[src/rtl/buzzer_pkg.sv]
// Shared types and field widths for the buzzer scheduler and its arbiter.
package buzzer_pkg;

    localparam int NUM_REQ = 4;
    localparam int BEEP_W  = 3;
    localparam int SPEED_W = 2;
    localparam int PTR_W   = 2;

    typedef enum logic [1:0] {
        IDLE = 2'd0,
        ON   = 2'd1,
        OFF  = 2'd2,
        DONE = 2'd3
    } state_t;

    function automatic logic [PTR_W-1:0] onehot_to_idx(input logic [NUM_REQ-1:0] onehot);
        logic [PTR_W-1:0] idx;
        idx = '0;
        for (int i = 0; i < NUM_REQ; i++) begin
            if (onehot[i]) begin
                idx = PTR_W'(i);
            end
        end
        return idx;
    endfunction

endpackage

[src/rtl/rr_arbiter.sv]
// Combinational round-robin picker: first requester at or after ptr wins.
module rr_arbiter
    import buzzer_pkg::*;
(
    input  logic [NUM_REQ-1:0] req,
    input  logic [PTR_W-1:0]   ptr,
    output logic [NUM_REQ-1:0] winner
);

    logic [PTR_W-1:0] idx;
    logic             found;

    // The 2-bit index add wraps naturally, giving the circular search order.
    always_comb begin
        winner = '0;
        found  = 1'b0;
        idx    = '0;
        for (int i = 0; i < NUM_REQ; i++) begin
            idx = ptr + PTR_W'(i);
            if (!found && req[idx]) begin
                winner[idx] = 1'b1;
                found       = 1'b1;
            end
        end
    end

endmodule

[src/rtl/buzzer_scheduler.sv]
// Shares one active-low buzzer among four requesters, playing each winner's
// beep pattern (count and phase length captured at grant) to completion.
module buzzer_scheduler #(
    parameter int COUNT_MAX = 25000000,
    parameter int NUM_REQ   = 4
) (
    input  logic                 clk,
    input  logic                 rst,
    input  logic [NUM_REQ-1:0]   req,
    input  logic [3*NUM_REQ-1:0] beeps,
    input  logic [2*NUM_REQ-1:0] speed,
    output logic [NUM_REQ-1:0]   grant,
    output logic [NUM_REQ-1:0]   done,
    output logic                 busy,
    output logic                 buzzer
);

    import buzzer_pkg::*;

    localparam int CNT_W = (COUNT_MAX > 1) ? $clog2(COUNT_MAX) : 1;

    state_t             state, state_next;
    logic [CNT_W-1:0]   cnt, cnt_next;
    logic [CNT_W-1:0]   len_m1, len_m1_next;
    logic [BEEP_W-1:0]  beeps_left, beeps_left_next;
    logic [NUM_REQ-1:0] owner, owner_next;
    logic [PTR_W-1:0]   ptr, ptr_next;
    logic [NUM_REQ-1:0] winner;
    logic [PTR_W-1:0]   win_idx;
    logic [BEEP_W-1:0]  win_beeps;
    logic [SPEED_W-1:0] win_speed;

    // Phase length is held as L-1 so the counter never needs to reach COUNT_MAX.
    function automatic logic [CNT_W-1:0] len_minus_one(input logic [SPEED_W-1:0] s);
        int shifted;
        shifted = COUNT_MAX >> s;
        if (shifted <= 1) begin
            return '0;
        end
        return CNT_W'(shifted - 1);
    endfunction

    rr_arbiter u_arbiter (
        .req    (req),
        .ptr    (ptr),
        .winner (winner)
    );

    assign win_idx   = onehot_to_idx(winner);
    assign win_beeps = beeps[win_idx*BEEP_W +: BEEP_W];
    assign win_speed = speed[win_idx*SPEED_W +: SPEED_W];

    always_ff @(posedge clk or posedge rst) begin
        if (rst) begin
            state      <= IDLE;
            cnt        <= '0;
            len_m1     <= '0;
            beeps_left <= '0;
            owner      <= '0;
            ptr        <= '0;
        end else begin
            state      <= state_next;
            cnt        <= cnt_next;
            len_m1     <= len_m1_next;
            beeps_left <= beeps_left_next;
            owner      <= owner_next;
            ptr        <= ptr_next;
        end
    end

    // Outputs decode from registered state only, so reset silences the buzzer at once.
    always_comb begin
        state_next      = state;
        cnt_next        = cnt;
        len_m1_next     = len_m1;
        beeps_left_next = beeps_left;
        owner_next      = owner;
        ptr_next        = ptr;
        buzzer          = 1'b1;
        grant           = '0;
        done            = '0;
        busy            = 1'b0;

        case (state)
            IDLE: begin
                if (|req) begin
                    state_next      = ON;
                    owner_next      = winner;
                    cnt_next        = '0;
                    len_m1_next     = len_minus_one(win_speed);
                    beeps_left_next = (win_beeps == '0) ? BEEP_W'(1) : win_beeps;
                end
            end
            ON: begin
                buzzer = 1'b0;
                grant  = owner;
                busy   = 1'b1;
                if (cnt == len_m1) begin
                    cnt_next   = '0;
                    state_next = OFF;
                end else begin
                    cnt_next = cnt + CNT_W'(1);
                end
            end
            OFF: begin
                grant = owner;
                busy  = 1'b1;
                if (cnt == len_m1) begin
                    cnt_next = '0;
                    if (beeps_left > BEEP_W'(1)) begin
                        beeps_left_next = beeps_left - BEEP_W'(1);
                        state_next      = ON;
                    end else begin
                        state_next = DONE;
                    end
                end else begin
                    cnt_next = cnt + CNT_W'(1);
                end
            end
            DONE: begin
                grant      = owner;
                done       = owner;
                busy       = 1'b1;
                ptr_next   = onehot_to_idx(owner) + PTR_W'(1);
                owner_next = '0;
                state_next = IDLE;
            end
            default: begin
                state_next = IDLE;
            end
        endcase
    end

endmodule
[config.mk]
export PLATFORM = sky130hd
export DESIGN_NAME = buzzer_scheduler
export DESIGN_NICKNAME = d
export VERILOG_FILES = /design/src/rtl/buzzer_pkg.sv /design/src/rtl/rr_arbiter.sv /design/src/rtl/buzzer_scheduler.sv
export SDC_FILE = /design/constraint.sdc
export NUM_CORES = 1
export LEC_CHECK = 0
export CAP_MARGIN = 10
export CELL_PAD_IN_SITES_DETAIL_PLACEMENT = 1
export CELL_PAD_IN_SITES_GLOBAL_PLACEMENT = 1
export CORE_ASPECT_RATIO = 0.6
export CORE_MARGIN = 8
export CORE_UTILIZATION = 39
export CTS_CLUSTER_DIAMETER = 100
export DETAILED_ROUTE_END_ITERATION = 7
export GPL_ROUTABILITY_DRIVEN = 0
export GPL_TIMING_DRIVEN = 0
export PLACE_DENSITY_LB_ADDON = 0.1
export SLEW_MARGIN = 20
export SYNTH_ARGS = -nofsm -noshare
export SYNTH_HDL_FRONTEND = slang
export SYNTH_SLANG_ARGS = --single-unit
[constraint.sdc]
create_clock -name clk -period 3.7 [get_ports clk]
set_clock_uncertainty 0.2 [all_clocks]
set_input_delay 0.925 -clock clk [delete_from_list [all_inputs] [get_ports clk]]
set_output_delay 0.925 -clock clk [all_outputs]
set_load 0.1 [all_outputs]
---- After elaboration in Yosys (flattened, before gate mapping) ----
Cells that the tools add are included.
word-level totals
  register bits ........................... 61
  word-level logic and storage cells ...... 115
cells by class
  add/sub/neg operators ................... 7
  $mul .................................... 1
  magnitude comparators ................... 10
  equal/unequal tests ..................... 8
  shifts and indexed selects .............. 3
  mux-type cells .......................... 54
  bitwise operators ....................... 3
  reductions and logical operators ........ 23
operators by type and width
  cell                                                                                 number
  25-bit two-way mux                                                                   4
  25-bit one-hot mux with 2 select lines                                               1
  32-bit by 2-bit less-or-equal comparator with 1-bit output, second input constant    1
  25-bit by 2-bit right shift with 32-bit output, first input constant                 1
  4-bit two-way mux                                                                    7
  25-bit by 1-bit adder with 25-bit output, second input constant                      1
  25-bit equality test                                                                 1
  25-bit by 2-bit subtractor with 25-bit output, second input constant                 1
  1-bit two-way mux                                                                    18
  2-bit two-way mux                                                                    9
  2-bit by 3-bit less-than comparator with 1-bit output, second input constant         4
  3-bit two-way mux                                                                    4
  4-bit OR                                                                             3
  12-bit by 5-bit variable part select with 3-bit output                               1
  1-bit binary-select mux with 2-bit select                                            4
  1-bit demux with 2-bit select                                                        4
  2-bit by 1-bit greater-or-equal comparator with 1-bit output, second input constant  4
  2-bit inequality test, second input constant                                         4
  2-bit one-hot mux with 4 select lines                                                1
  4-bit one-hot mux with 2 select lines                                                1
  8-bit by 4-bit variable part select with 2-bit output                                1
  1-bit logical AND                                                                    7
  3-bit one-hot mux with 2 select lines                                                1
  2-bit AND reduction                                                                  3
  other kinds (16)                                                                     23

---- Longest topological paths before layout ----
  depth in word-level cells ............... 22
  gate-level depth with buffers ........... 15
  gate-level depth less buffers ........... 13

---- Modules after synthesis ----
A second synthesis with hierarchy kept.
unflattened totals
  cell total of the unflattened synthesis .. 359
  area total of the unflattened synthesis .. 3,254.4 um^2
modules (own cells, without submodules)
  module            times used  cells each  area each (um^2)  seq. area each (um^2)
  buzzer_scheduler  1           323         2,916.5           1,301.2
  rr_arbiter        1           36          337.8             0.0

---- Worst setup path before layout ----
OpenSTA, ideal clock, no wires.
  kind .................................... reg-to-reg
  from .................................... register ptr[0]
  to ...................................... register len_m1[15]
  library setup time ...................... 0.067 ns
  arrival ................................. 3.428 ns
  data required time ...................... 3.433 ns
  path slack .............................. 0.005 ns
  stages on the path, launching flop included .. 16
  path buffers ............................ 2
  period minus slack after synthesis ...... 3.695 ns
  path through ............................ dfrtp_1 -> buf_6 -> inv_1 -> ha_1 -> mux4_2 -> nor2_2 -> o311ai_4 -> and2_1 -> buf_6 -> a211o_1 -> a22o_1 -> nor2_4 -> inv_2 -> ha_1 -> nor2_1 -> a22o_1
on the way
  longest elaborated chain between the ends .. 22
  elaborated cells on any way between the ends .. 58
  classes of those cells .................. add/sub (4); order compare (9); shift (2); mux (30); bitwise (3); reduce/logical (10)
ends and longest elaborated chain
  element                                                                                         RTL line                source
  start: declaration                                                                              buzzer_scheduler.sv:27  logic [PTR_W-1:0] ptr, ptr_next;
  start signal: assignment                                                                        buzzer_scheduler.sv:67  ptr <= ptr_next;
  branches (longest 11 deep; another with 2-bit by 3-bit less-than comparator with 1-bit output)  n/a
  4-bit two-way mux *                                                                             rr_arbiter.sv:20        if (!found && req[idx]) begin
  1-bit two-way mux                                                                               buzzer_pkg.sv:20        if (onehot[i]) begin
  2-bit two-way mux                                                                               buzzer_pkg.sv:20
  2-bit two-way mux *                                                                             buzzer_pkg.sv:20
  8-bit by 4-bit variable part select with 2-bit output *                                         buzzer_scheduler.sv:51  assign win_speed = speed[win_idx*SPEED_W +: SPEED_W];
  25-bit by 2-bit right shift with 32-bit output *                                                buzzer_scheduler.sv:36  shifted = COUNT_MAX >> s;
  32-bit by 2-bit less-or-equal comparator with 1-bit output                                      buzzer_scheduler.sv:37  if (shifted <= 1) begin
  1-bit two-way mux                                                                               buzzer_scheduler.sv:37
  1-bit two-way mux                                                                               buzzer_scheduler.sv:86  if (|req) begin
  1-bit two-way mux                                                                               buzzer_scheduler.sv:84  case (state)
  25-bit two-way mux *                                                                            buzzer_scheduler.sv:40  return CNT_W'(shifted - 1);
  end signal: assignment                                                                          buzzer_scheduler.sv:64  len_m1 <= len_m1_next;
  end: declaration                                                                                buzzer_scheduler.sv:24  logic [CNT_W-1:0] len_m1, len_m1_next;
Every way passes the cells marked *. The select of a mux whose other input is x is not followed.
A chain may end at the register's enable or synchronous reset.

---- Worst setup path after layout ----
  from .................................... register ptr[0]
  to ...................................... register len_m1[9]
Same word-level chain as after synthesis.

==> results_dict.tcl <==
set metrics [dict create \
    status "completed" \
    syn_nets 421 \
    rsz0062_at_grt "yes" \
    syn_area_sq_um 3380 \
    grt_pass1_wl_microns 16500 \
    final_common_cell "dfrtp_1" \
    ios 36 \
    h-tree-depth 2 \
    timing.slew.headroom 0.341 \
    fin_crit_ns 3.60 \
    syn_avg_cell_area_sq_um 8.93 \
    hp-class "reg2reg" \
    grt_pass1_vias 3040 \
    path_delay_family "compound AO/OA/AOI/OAI gates" \
    fin_ws_ns 0.0975 \
    pwr-share-seq 0.204 \
    power_frac_comb 0.680 \
    cts_max_path_buffers 2 \
    cts_made_buffers 5 \
    insertion_delay_ns 0.30 \
    crit_path_max_incr_delay_ns 0.58 \
    finalCritPeriodShare 0.974 \
    first_iter_violations 139 \
    grt_antenna_before_repair 0 \
    synthCells 379 \
    mostFrequentLayoutCells "51 x dfrtp_1, 39 x nand2_1, 38 x nor2_1, 22 x clkdlybuf4s50_1, 19 x o21ai_0" \
    critPathSlowestCell "mux4_2" \
    finish.utilization 0.504 \
    num_rows 26 \
    grt_usage 0.177 \
    cts-root-buf "clkbuf_16" \
    yosysWarnings 0 \
    ys_types 56 \
    cp.required_ns 3.74 \
    overflow 0 \
    slew_violations 0 \
    die_area_sq_um 12000 \
    final-setup-viol-count 0 \
    leakage_nw 1.85 \
    area_delta_synth_final_pct 25.8 \
    vias 2965 \
    fmax_mhz 278 \
    io_buffers 35 \
    dp_hpwl_microns 7420 \
    initial_core_util 0.400 \
    switchingPower_w 0.00203 \
    path_max_fanout 10 \
    ys_seq_area_frac 0.384 \
    ant_nets 0 \
    drc_errors 0 \
    worstPathArrival_ns 3.64 \
    hold_viol 0 \
    holdBufCountCts 0 \
    start_kind "flip-flop" \
    cts_tree "built" \
    fp.dieH_microns 88.2 \
    internal-power_w 0.00215 \
    powerDensity_nw_per_um2 981 \
    ys_ff_latch 52 \
    die_w_microns 136 \
    crit_type "reg2reg" \
    clockPowerShare 0.116 \
    ys_async_sr_fraction 1.00 \
    timing.critical_path.buf_inv 4 \
    switching_share 0.485 \
    routed_wl_microns 9980 \
    cp_cell_sequence "buf_6, clkinvlp_4, ha_4, mux4_2, a211oi_1, o31ai_2, buf_4, a211o_1, a22o_4, nor2_4, inv_2, ha_4, nor2_4, a22o_1" \
    synth-main-ff-cell "dfrtp_1" \
    antenna_cells 0 \
    coreArea_sq_um 8460 \
    via_per_inst 5.38 \
    fin_nets 480 \
    drive_gt1_frac 0.153 \
    pre_cts_slack_ns -0.964 \
    wl_per_cell_microns 18.1 \
    worst_pin_slew_ns 0.992 \
    ir_drop_v 0.000434 \
    grt_max_degree 53 \
    detail_route.first_pass.iterations 4 \
    cap_violations 0 \
    clock_sinks 52 \
    fin_tns_setup_ns 0 \
    synth_edf_count 0 \
    crit_path_end_kind "flip-flop" \
    clk_pin_slew_ns 0.07 \
]
## synthesized netlist by cell type, types with 2 or more instances
| library cell | instances | area [sq um] |
|---|---|---|
| ha_1 | 16 | 200 |
| nor4_1 | 4 | 25.0 |
| nand2_1 | 40 | 150 |
| buf_2 | 2 | 10.0 |
| and3_1 | 9 | 56.3 |
| nor2b_1 | 9 | 56.3 |
| o21ai_0 | 19 | 95.1 |
| buf_6 | 2 | 22.5 |
| a211oi_1 | 5 | 37.5 |
| o31ai_1 | 9 | 67.6 |
| and2_1 | 6 | 37.5 |
| inv_2 | 2 | 7.51 |
| mux2i_1 | 5 | 50.1 |
| nand4_1 | 6 | 37.5 |
| mux4_2 | 4 | 90.1 |
| xor2_1 | 17 | 149 |
| nand2b_1 | 4 | 25.0 |
| dfrtp_1 | 52 | 1300 |
| nor2_1 | 40 | 150 |
| a21o_1 | 4 | 30.0 |
| inv_1 | 17 | 63.8 |
| xnor2_1 | 11 | 96.3 |
| clkbuf_1 | 9 | 33.8 |
| nand3_1 | 16 | 80.1 |
| a21boi_0 | 4 | 30.0 |
| o21ai_1 | 5 | 25.0 |
| nor3_1 | 12 | 60.1 |
| a21oi_1 | 12 | 60.1 |
| a22o_1 | 4 | 35.0 |
| o22ai_1 | 7 | 43.8 |
| o21ai_2 | 2 | 17.5 |
## repair_timing
action / CTS / global route
setup endpoints to repair: 31 / 19
resized for setup: 29 / 24
gates cloned: 0 / 0
buffers inserted: 9 / 9
pin swaps: 5 / 10
## layer usage
metal	routed length (microns)	vias to the layer above	global-route usage
met1	5370	1481	0.263
li1	-	1450	-
met4	67	0	0.0337
met3	281	7	0.0332
met5	0	-	0
met2	4260	27	0.258
## logic make-up after synthesis
kind of cell / Yosys count / synth area share
AOI/OAI and AO/OA: 84 / 0.174
adders and majority gates: 16 / 0.0591
buffers and inverters: 33 / 0.0418
xor gates and xnor gates: 28 / 0.0725
DFF: 52 / 0.384
and+or+nand+nor: 156 / 0.224
muxes: 10 / 0.0447
## worst paths after layout
kind,from,endpoint,slack [ns],depth (start not counted)
hold / removal,len_m1[11],len_m1[11],0.31,1
min in group asynchronous,rst,beeps_left[0],0.89,2
max in group asynchronous,rst,ptr[1],1.93,2
setup reg to reg,ptr[0],len_m1[9],0.1,14
hold reg to reg,len_m1[11],len_m1[11],0.31,1
setup / recovery,ptr[0],len_m1[9],0.1,14
## worst register-to-register path, delay by kind of cell (launching register included)
kind | cells | cell delay [ns]
AND/OR/NAND/NOR | 2 | 0.35
flip-flops | 1 | 0.38
buffers and inverters | 4 | 0.48
adder cells (fa/ha/maj) | 2 | 0.48
AO/OA/AOI/OAI | 5 | 1.07
multiplexers | 1 | 0.58
## metrics by stage
| stage | power, W | cell area (sq um) | hold slack (ns) | instances |
|---|---|---|---|---|
| floorplan | 0.00256 | 3380 | 0.253 | 379 |
| global placement | 0.00307 | 3870 | 0.277 | 526 |
| detailed placement | 0.00316 | 3880 | 0.292 | 526 |
| CTS | 0.00389 | 4150 | 0.307 | 543 |
| global route | 0.00450 | 4260 | 0.337 | 551 |
| finish | 0.00418 | 4260 | 0.310 | 551 |
## registers in the layout (all words and copies together), names as in the netlist
register and cells:
cnt 25, len_m1 16, owner 4, beeps_left 3, ptr 2, state 2
## area by class of cell
class / instances / area [sq um]
Buffer: 13 / 67.6
Clock buffer: 8 / 146
Fill cell: 980 / 4200
Inverter: 19 / 77.6
Multi-Input combinational cell: 294 / 2060
Sequential cell: 52 / 1300
Tap cell: 112 / 140
Timing Repair Buffer: 53 / 462
## power groups by stage
stage / logic [W] / registers (W) / clock network (W)
after floorplan: 0.00173 / 0.000831 / 0
after global placement: 0.00220 / 0.000869 / 0
after detailed placement: 0.00228 / 0.000876 / 0
after CTS: 0.00254 / 0.000852 / 0.000494
after global routing: 0.00310 / 0.000875 / 0.000521
final: 0.00284 / 0.000854 / 0.000483
(Power assumes the default switching activity.)
